[src/rtl/icache_req_ctrl.sv]
// Fetch-side request sequencer for the ICache addr_ok/data_ok interface.
// Holds one request until accepted, counts in-order responses, drops stale ones after flush.
module icache_req_ctrl #(
  parameter int MAX_OUTSTANDING = 2
) (
  input  logic        clk,
  input  logic        resetn,
  input  logic        flush,
  input  logic        req_valid,
  input  logic [31:0] req_pc,
  output logic        req_ready,
  output logic        icache_req,
  output logic [31:0] icache_addr,
  input  logic        icache_addr_ok,
  input  logic        icache_data_ok,
  input  logic [31:0] icache_rdata1,
  input  logic [31:0] icache_rdata2,
  output logic        resp_valid,
  output logic [31:0] resp_inst1,
  output logic [31:0] resp_inst2,
  output logic [2:0]  outstanding,
  output logic        busy,
  output logic        proto_err
);

  typedef enum logic [1:0] {
    IDLE = 2'd0,
    REQ  = 2'd1,
    KILL = 2'd2
  } state_e;

  localparam logic [2:0] MAX_CNT = 3'(MAX_OUTSTANDING);

  state_e      state_q, state_d;
  logic [31:0] addr_q, addr_d;
  logic [2:0]  pending_cnt_q, pending_cnt_d;
  logic [2:0]  drop_cnt_q, drop_cnt_d;
  logic        proto_err_q, proto_err_d;

  logic accept;
  logic issue_done;
  logic rsp_any;
  logic rsp_drop;
  logic rsp_live;
  logic unused_pc_lsb;

  assign unused_pc_lsb = ^req_pc[2:0];

  assign outstanding = pending_cnt_q + drop_cnt_q;
  assign req_ready   = (state_q == IDLE) && !flush && (outstanding < MAX_CNT);
  assign accept      = req_valid && req_ready;
  assign icache_req  = (state_q != IDLE);
  assign icache_addr = addr_q;
  assign busy        = (state_q != IDLE) || (outstanding != 3'd0);
  assign proto_err   = proto_err_q;

  assign issue_done = (state_q != IDLE) && icache_addr_ok;
  // A data_ok with nothing outstanding is a protocol error and must not touch counters.
  assign rsp_any    = icache_data_ok && (outstanding != 3'd0);
  assign rsp_drop   = rsp_any && (drop_cnt_q != 3'd0);
  assign rsp_live   = rsp_any && (drop_cnt_q == 3'd0);

  assign resp_valid = rsp_live && !flush;
  assign resp_inst1 = icache_rdata1;
  assign resp_inst2 = icache_rdata2;

  always_comb begin
    state_d       = state_q;
    addr_d        = addr_q;
    pending_cnt_d = pending_cnt_q;
    drop_cnt_d    = drop_cnt_q;
    proto_err_d   = proto_err_q | (icache_data_ok && (outstanding == 3'd0));

    if (flush) begin
      // Everything already in flight, including a request accepted this cycle, becomes stale.
      drop_cnt_d    = drop_cnt_q + pending_cnt_q + {2'b00, issue_done} - {2'b00, rsp_any};
      pending_cnt_d = 3'd0;
      state_d       = ((state_q != IDLE) && !icache_addr_ok) ? KILL : IDLE;
    end else begin
      pending_cnt_d = pending_cnt_q + {2'b00, issue_done && (state_q == REQ)}
                      - {2'b00, rsp_live};
      drop_cnt_d    = drop_cnt_q + {2'b00, issue_done && (state_q == KILL)}
                      - {2'b00, rsp_drop};
      unique case (state_q)
        IDLE: begin
          if (accept) begin
            state_d = REQ;
            addr_d  = {req_pc[31:3], 3'b000};
          end
        end
        REQ, KILL: begin
          if (icache_addr_ok) state_d = IDLE;
        end
        default: state_d = IDLE;
      endcase
    end
  end

  always_ff @(posedge clk or negedge resetn) begin
    if (!resetn) begin
      state_q       <= IDLE;
      addr_q        <= 32'd0;
      pending_cnt_q <= 3'd0;
      drop_cnt_q    <= 3'd0;
      proto_err_q   <= 1'b0;
    end else begin
      state_q       <= state_d;
      addr_q        <= addr_d;
      pending_cnt_q <= pending_cnt_d;
      drop_cnt_q    <= drop_cnt_d;
      proto_err_q   <= proto_err_d;
    end
  end

endmodule
[config.mk]
export PLATFORM = sky130hd
export DESIGN_NAME = icache_req_ctrl
export DESIGN_NICKNAME = d
export VERILOG_FILES = /design/src/rtl/icache_req_ctrl.sv
export SDC_FILE = /design/constraint.sdc
export NUM_CORES = 1
export LEC_CHECK = 0
export ABC_CLOCK_PERIOD_IN_PS = 5000
export CORE_MARGIN = 2
export CORE_UTILIZATION = 35
export CTS_BUF_LIST = sky130_fd_sc_hd__clkbuf_8
export CTS_CLUSTER_DIAMETER = 60
export DETAILED_ROUTE_END_ITERATION = 10
export PLACE_DENSITY = 0.88
export SETUP_SLACK_MARGIN = 0.15
export SLEW_MARGIN = 20
export SYNTH_ARGS = -nofsm -noshare
export SYNTH_HDL_FRONTEND = slang
export SYNTH_SLANG_ARGS = --single-unit
export TNS_END_PERCENT = 50
[constraint.sdc]
create_clock -name clk -period 5 [get_ports clk]
set_input_delay 0.75 -clock clk [delete_from_list [all_inputs] [get_ports clk]]
set_output_delay 0.75 -clock clk [all_outputs]
set_load 0.01 [all_outputs]
==> flow_summary.json, run 1 <==
{
  "route.detailed.drc": 15,
  "drv_cap": 0,
  "routed_wl_um": 4040,
  "die_area_mm2": 0.00735,
  "worst_setup_path_start_kind": "register",
  "cts.path.max_buffers": 2,
  "routedWlPerCell_um": 13.8,
  "synthArstFlopShare_pct": 100,
  "cts_buffers": 5,
  "tns_ns": 0,
  "finalWorstSetupSlack_ns": 1.76,
  "peakVddDrop_uv": 328,
  "critPathRequiredTime_ns": 4.25,
  "cts_tree": "yes",
  "layout.nets": 331,
  "yosysTopAreaCellShare_pct": 40.7,
  "dpl_worst_slack_ns": 1.98,
  "power_mw": 1.82,
  "yosys_warnings": 0,
  "clock_latency_ns": 0.29,
  "routed-via-count": 1324,
  "antenna_left": 0,
  "yosys.area.top_type": "dfrtp_1",
  "clkTransAtPathRegs_ns": 0.08,
  "relSlewSlack_pct": 44.2,
  "ctsHoldBuffers": 0,
  "ys_top_cells_by_area": "dfrtp_1 41%, buf_4 22%, mux2_2 11%",
  "grt_overflow": 0,
  "hold_viol_final": 0,
  "syn_avg_cell_area_um2": 11.4,
  "cts-root-buf": "clkbuf_8",
  "initial_core_util_pct": 36.4,
  "grtUsageTotal_pct": 11.6,
  "die_h_um": 85.7,
  "power.density_mw_per_mm2": 668,
  "die_x_um": 85.7,
  "rows": 29,
  "end_kind": "primary output",
  "grt_max_degree": 39,
  "htreeDepth": 2,
  "synth-edff-count": 0,
  "grt_pass1_wl_um": 6600,
  "period_needed_ns": 3.24,
  "synth_cells": 206,
  "clock-sinks": 38,
  "core_mm2": 0.00642,
  "io_buffer_count": 71,
  "cts_resized": 0,
  "p_leak_nw": 1.22,
  "ys_types": 26,
  "io_pins": 206,
  "hp-class": "reg2reg",
  "cp_max_fo": 4,
  "area_growth_pct": 16.9,
  "fin_worst_skew_ns": 0.00617,
  "firstDrtPassIters": 7,
  "grt_pass1_vias": 1395,
  "antenna_found_initial": 0,
  "rsz0062_at_grt": "false",
  "seq_area_frac_synth_pct": 40.7,
  "drt_first_iter_violations": 60,
  "ys_ff_latch": 38,
  "run_status": "finished with violations",
  "cts_setup_buffers": 0,
  "dp_hpwl_um": 3100,
  "syn-cell-area_mm2": 0.00234,
  "final_util_pct": 42.5,
  "critPathKind": "reg2out",
  "post-route-period-util_pct": 64.9,
  "place.gp.congestion": 0.816,
  "avgViaCountPerCell": 4.53,
  "arrival_ns": 2.49,
  "finalSetupViolations": 0,
  "worst_pin_slew_ns": 0.837,
  "max_freq_mhz": 308,
  "synth_flop_cell": "dfrtp_1",
  "num_antenna_cells": 0,
  "drive_gt1_share_pct": 15.8,
  "maxSlewViolCount": 0,
  "violations": "design-rule violations"
}
-- per-layer routing --
metal / track usage [%] / part of all wire, % / vias up
li1: - / - / 600
met1: 12.7 / 37 / 616
met2: 17.5 / 47 / 84
met3: 5.29 / 11 / 24
met4: 8.95 / 4.5 / 0
met5: 0 / 0 / -
-- metrics by stage --
step | hold WS, ns | cells | cell area, um2
floorplan | 0.454 | 208 | 2350
global placement | 0.448 | 284 | 2620
detailed placement | 0.450 | 284 | 2620
CTS | 0.469 | 292 | 2730
global route | 0.502 | 292 | 2730
finish | 0.463 | 292 | 2730
-- cell usage in the layout (no fill, tap or decap) --
cell type / n
mux2_1: 7
buf_2: 1
fa_1: 4
a21o_1: 1
nand4b_4: 1
nand2b_1: 1
nor2b_1: 4
clkinvlp_4: 2
xor2_1: 1
mux2_2: 23
mux2i_1: 2
nor3_1: 1
o31ai_1: 1
or3_1: 1
clkdlybuf4s50_1: 70
a21oi_1: 1
inv_1: 17
clkbuf_8: 5
conb_1: 3
dfrtp_1: 38
xnor3_1: 1
ha_1: 11
xnor2_1: 4
nor2_1: 7
bufinv_16: 1
o32ai_1: 1
nand2_1: 5
o21ai_2: 1
-- worst max-delay path, stage by stage (launching register included) --
cell	delay (ns)
dfrtp_1	0.38
ha_1	0.15
inv_1	0.04
fa_1	0.36
xnor3_1	0.25
inv_1	0.09
ha_1	0.21
nand2_1	0.07
nor2_1	0.10
clkdlybuf4s50_1	0.55
-- registers in the layout, summed over array words and instances (netlist names) --
signal,count
state_q,2
pending_cnt_q,3
drop_cnt_q,3
proto_err,1
icache_addr,29
-- Yosys cell counts, types with 2 or more instances --
library cell and instances:
buf_4 68, dfrtp_1 38, mux2_2 23, inv_1 17
ha_1 11, mux2_1 7, nor2_1 7, nand2_1 5
fa_1 4, nor2b_1 4, xnor2_1 4, buf_2 3
mux2i_1 2
-- layout make-up --
type | count | area, um2
Inverter | 17 | 63.8
Tap cell | 77 | 96.3
Sequential cell | 38 | 951
Clock buffer | 5 | 68.8
Fill cell | 566 | 3690
Clock inverter | 3 | 45.0
Timing Repair Buffer | 71 | 706
Multi-Input combinational cell | 81 | 802
-- path summary, 6_finish.rpt --
path | start | to | slack, ns | cells after the start
setup / recovery | drop_cnt_q[0] | req_ready | 1.76 | 9
min in group asynchronous | resetn | icache_addr[26] | 0.55 | 1
hold reg to reg | proto_err | proto_err | 0.46 | 1
hold / removal | proto_err | proto_err | 0.46 | 1
setup reg to reg | drop_cnt_q[0] | drop_cnt_q[2] | 2.10 | 13
max in group asynchronous | resetn | icache_addr[13] | 3.92 | 1
-- power breakdown --
part | total [mW] | internal, mW | leakage, nW | switching [mW]
Sequential | 0.543 | 0.461 | 0.461 | 0.0814
Combinational | 1.02 | 0.593 | 0.708 | 0.424
Clock | 0.265 | 0.148 | 0.0504 | 0.116
-- logic make-up (layout without fill, tap and decap cells) --
| family | count (synthesis) | in the layout | share of synthesized area (%) |
|---|---|---|---|
| buffers and inverters | 89 | 96 | 25.4 |
| flip-flops | 38 | 38 | 40.7 |
| multiplexers | 32 | 32 | 15.3 |
| AND/OR/NAND/NOR | 20 | 20 | 4.76 |
| adder cells (fa/ha/maj) | 15 | 15 | 9.31 |
| XOR/XNOR | 6 | 6 | 2.84 |
| AO/OA/AOI/OAI | 5 | 5 | 1.61 |
| other | 1 | 3 | 0.160 |
(Power assumes the default switching activity.)
==> inputs of run 2 (changes only) <==
--- a/config.mk
+++ b/config.mk
@@ -5,13 +5,13 @@
 export SDC_FILE = /design/constraint.sdc
 export NUM_CORES = 1
 export LEC_CHECK = 0
-export ABC_CLOCK_PERIOD_IN_PS = 5000
+export ABC_CLOCK_PERIOD_IN_PS = 3400
 export CORE_MARGIN = 2
-export CORE_UTILIZATION = 35
+export CORE_UTILIZATION = 32
 export CTS_BUF_LIST = sky130_fd_sc_hd__clkbuf_8
 export CTS_CLUSTER_DIAMETER = 60
 export DETAILED_ROUTE_END_ITERATION = 10
-export PLACE_DENSITY = 0.88
+export PLACE_DENSITY = 0.81
 export SETUP_SLACK_MARGIN = 0.15
 export SLEW_MARGIN = 20
 export SYNTH_ARGS = -nofsm -noshare
==> constraint.sdc (replaced) <==
create_clock -name clk -period 3.4 [get_ports clk]
set_input_delay 0.51 -clock clk [delete_from_list [all_inputs] [get_ports clk]]
set_output_delay 0.51 -clock clk [all_outputs]
set_load 0.01 [all_outputs]
==> flow_summary.json, run 2 (synthesis results as in run 1) <==
{
  "run_status": "finished clean",
  "cp_max_fo": 4,
  "peakVddDrop_uv": 383,
  "post-route-period-util_pct": 89.1,
  "antenna_left": 0,
  "layout.nets": 331,
  "arrival_ns": 2.52,
  "firstDrtPassIters": 4,
  "critPathTopFamily": "buffers and inverters",
  "dp_hpwl_um": 3370,
  "cts-root-buf": "clkbuf_8",
  "route.detailed.drc": 0,
  "fillers": 699,
  "antenna_found_initial": 0,
  "max_freq_mhz": 330,
  "seq_power_share_pct": 30.3,
  "finalSetupViolations": 0,
  "period_needed_ns": 3.03,
  "cp_slowest_stage_delay_ns": 0.60,
  "num_antenna_cells": 0,
  "avgViaCountPerCell": 4.28,
  "cts_resized": 0,
  "critPathRequiredTime_ns": 2.89,
  "grt_pass1_vias": 1534,
  "drv_cap": 0,
  "grt_max_degree": 39,
  "cts_buffers": 5,
  "place.gp.congestion": 0.781,
  "critPathKind": "reg2out",
  "end_kind": "primary output",
  "dpl_worst_slack_ns": 0.442,
  "io_pins": 206,
  "grt_pass1_wl_um": 7300,
  "power.density_mw_per_mm2": 962,
  "initial_core_util_pct": 32.6,
  "die_area_mm2": 0.00801,
  "ctsHoldBuffers": 0,
  "rsz0062_at_grt": "false",
  "crit_buf_inv": 2,
  "fin_worst_skew_ns": 0.00582,
  "htreeDepth": 2,
  "routed-via-count": 1345,
  "final_cell_mix": "69 x clkdlybuf4s50_1, 38 x dfrtp_1, 23 x mux2_2",
  "grt_overflow": 0,
  "placed_cells": 306,
  "grtUsageTotal_pct": 12.3,
  "p_leak_nw": 1.23,
  "core_mm2": 0.00718,
  "drive_gt1_share_pct": 16.3,
  "io_buffer_count": 71,
  "finalWorstSetupSlack_ns": 0.370,
  "path_cells": "inv_1 > fa_1 > xnor3_2 > o21ai_2 > nor3_1 > clkdlybuf4s50_1",
  "final_util_pct": 38.3,
  "hold_viol_final": 0,
  "worst_setup_path_start_kind": "register",
  "cts_tree": "yes",
  "p_sw_mw": 0.927,
  "stdcell_count": 314,
  "pwr-share-comb_pct": 57.1,
  "maxSlewViolCount": 0,
  "largest_reg_flops": 29,
  "multiInputGateArea_um2": 803,
  "relSlewSlack_pct": 42.0,
  "tns_ns": 0,
  "drt_first_iter_violations": 26,
  "routedWlPerCell_um": 14.3,
  "clock_latency_ns": 0.29,
  "die_h_um": 89.5,
  "hp-class": "in2async",
  "worst_pin_slew_ns": 0.870,
  "switching_share_pct": 35.1,
  "slowest_stage": "clkdlybuf4s50_1",
  "routed_wl_um": 4480,
  "layout_commonest_cell": "clkdlybuf4s50_1",
  "cts_setup_buffers": 0,
  "clock-sinks": 38,
  "die_x_um": 89.5,
  "area_growth_pct": 17.4,
  "clkTransAtPathRegs_ns": 0.08,
  "clkPwrFrac_pct": 12.6,
  "power.internal_mw": 1.71,
  "register_area_um2": 951,
  "rows": 31,
  "cts.path.max_buffers": 2
}
-- run 2: cell types whose count changed in the layout (fill, tap and decap cells not counted), sizes merged --
| cell | change |
|---|---|
| clkdlybuf4s50 | -1 |
| clkinvlp | -1 |
| clkbuf | +1 |
| bufinv | -1 |
| clkinv | +1 |
| dlymetal6s2s | +1 |
-- run 2: worst reg2reg max path, cell delays in order (launching register included) --
cell and delay [ns]:
dfrtp_1 0.41, inv_1 0.11, fa_1 0.43, xnor3_2 0.30, o21ai_2 0.25, nor2b_1 0.08, ha_1 0.28, inv_1 0.04
ha_1 0.18, fa_1 0.38, xnor2_1 0.18, xnor2_1 0.14, mux2i_1 0.08
-- run 2: path summary, 6_finish.rpt --
kind	start	endpoint	slack, ns	depth (start not counted)
worst max-delay path	drop_cnt_q[1]	resp_valid	0.37	6
worst min-delay path	resetn	icache_addr[4]	0.33	1
worst max register to register	drop_cnt_q[1]	drop_cnt_q[2]	0.42	12
worst min register to register	proto_err	proto_err	0.47	1
max in group asynchronous	resetn	icache_addr[21]	2.53	1
min in group clk	proto_err	proto_err	0.47	1
-- run 2: area by class of cell --
cell class	count	share of cell area (%)
Sequential cell	38	34.6
Clock buffer	6	3.01
Inverter	17	2.32
Multi-Input combinational cell	81	29.3
Tap cell	99	4.51
Clock inverter	2	0.456
Timing Repair Buffer	71	25.8
-- run 2: power groups by stage --
stage                     clock network [mW]  logic [mW]  registers [mW]
after CTS                              0.352        1.54           0.803
after global routing                   0.368        1.69           0.830
final                                  0.333        1.51           0.799
after floorplan                            0       0.849           0.881
after global placement                     0        1.49           0.795
after detailed placement                   0        1.53           0.809
-- run 2: routing by layer --
metal	up-vias	wire length [um]	track usage, %
met1	637	1710	13.1
met2	85	2180	20.3
met5	-	0	0
met4	0	137	6.11
met3	24	463	6.28
li1	599	-	-
-- run 2: stage by stage --
| stage | hold slack, ns | total power [mW] | instance area [um2] |
|---|---|---|---|
| final | 0.332 | 2.64 | 2750 |
| after detailed placement | 0.443 | 2.34 | 2650 |
| after CTS | 0.359 | 2.70 | 2740 |
| after global routing | 0.411 | 2.89 | 2750 |
| after floorplan | 0.214 | 1.73 | 2350 |
| after global placement | 0.441 | 2.28 | 2650 |
==> inputs of run 3 (changes only) <==
--- a/config.mk
+++ b/config.mk
@@ -13,6 +13,7 @@
 export DETAILED_ROUTE_END_ITERATION = 10
 export PLACE_DENSITY = 0.81
 export SETUP_SLACK_MARGIN = 0.15
+export SKIP_CTS_REPAIR_TIMING = 1
 export SLEW_MARGIN = 20
 export SYNTH_ARGS = -nofsm -noshare
 export SYNTH_HDL_FRONTEND = slang
==> results of run 3 <==
The final DEF is identical to that of run 2; final timing and power are the same.
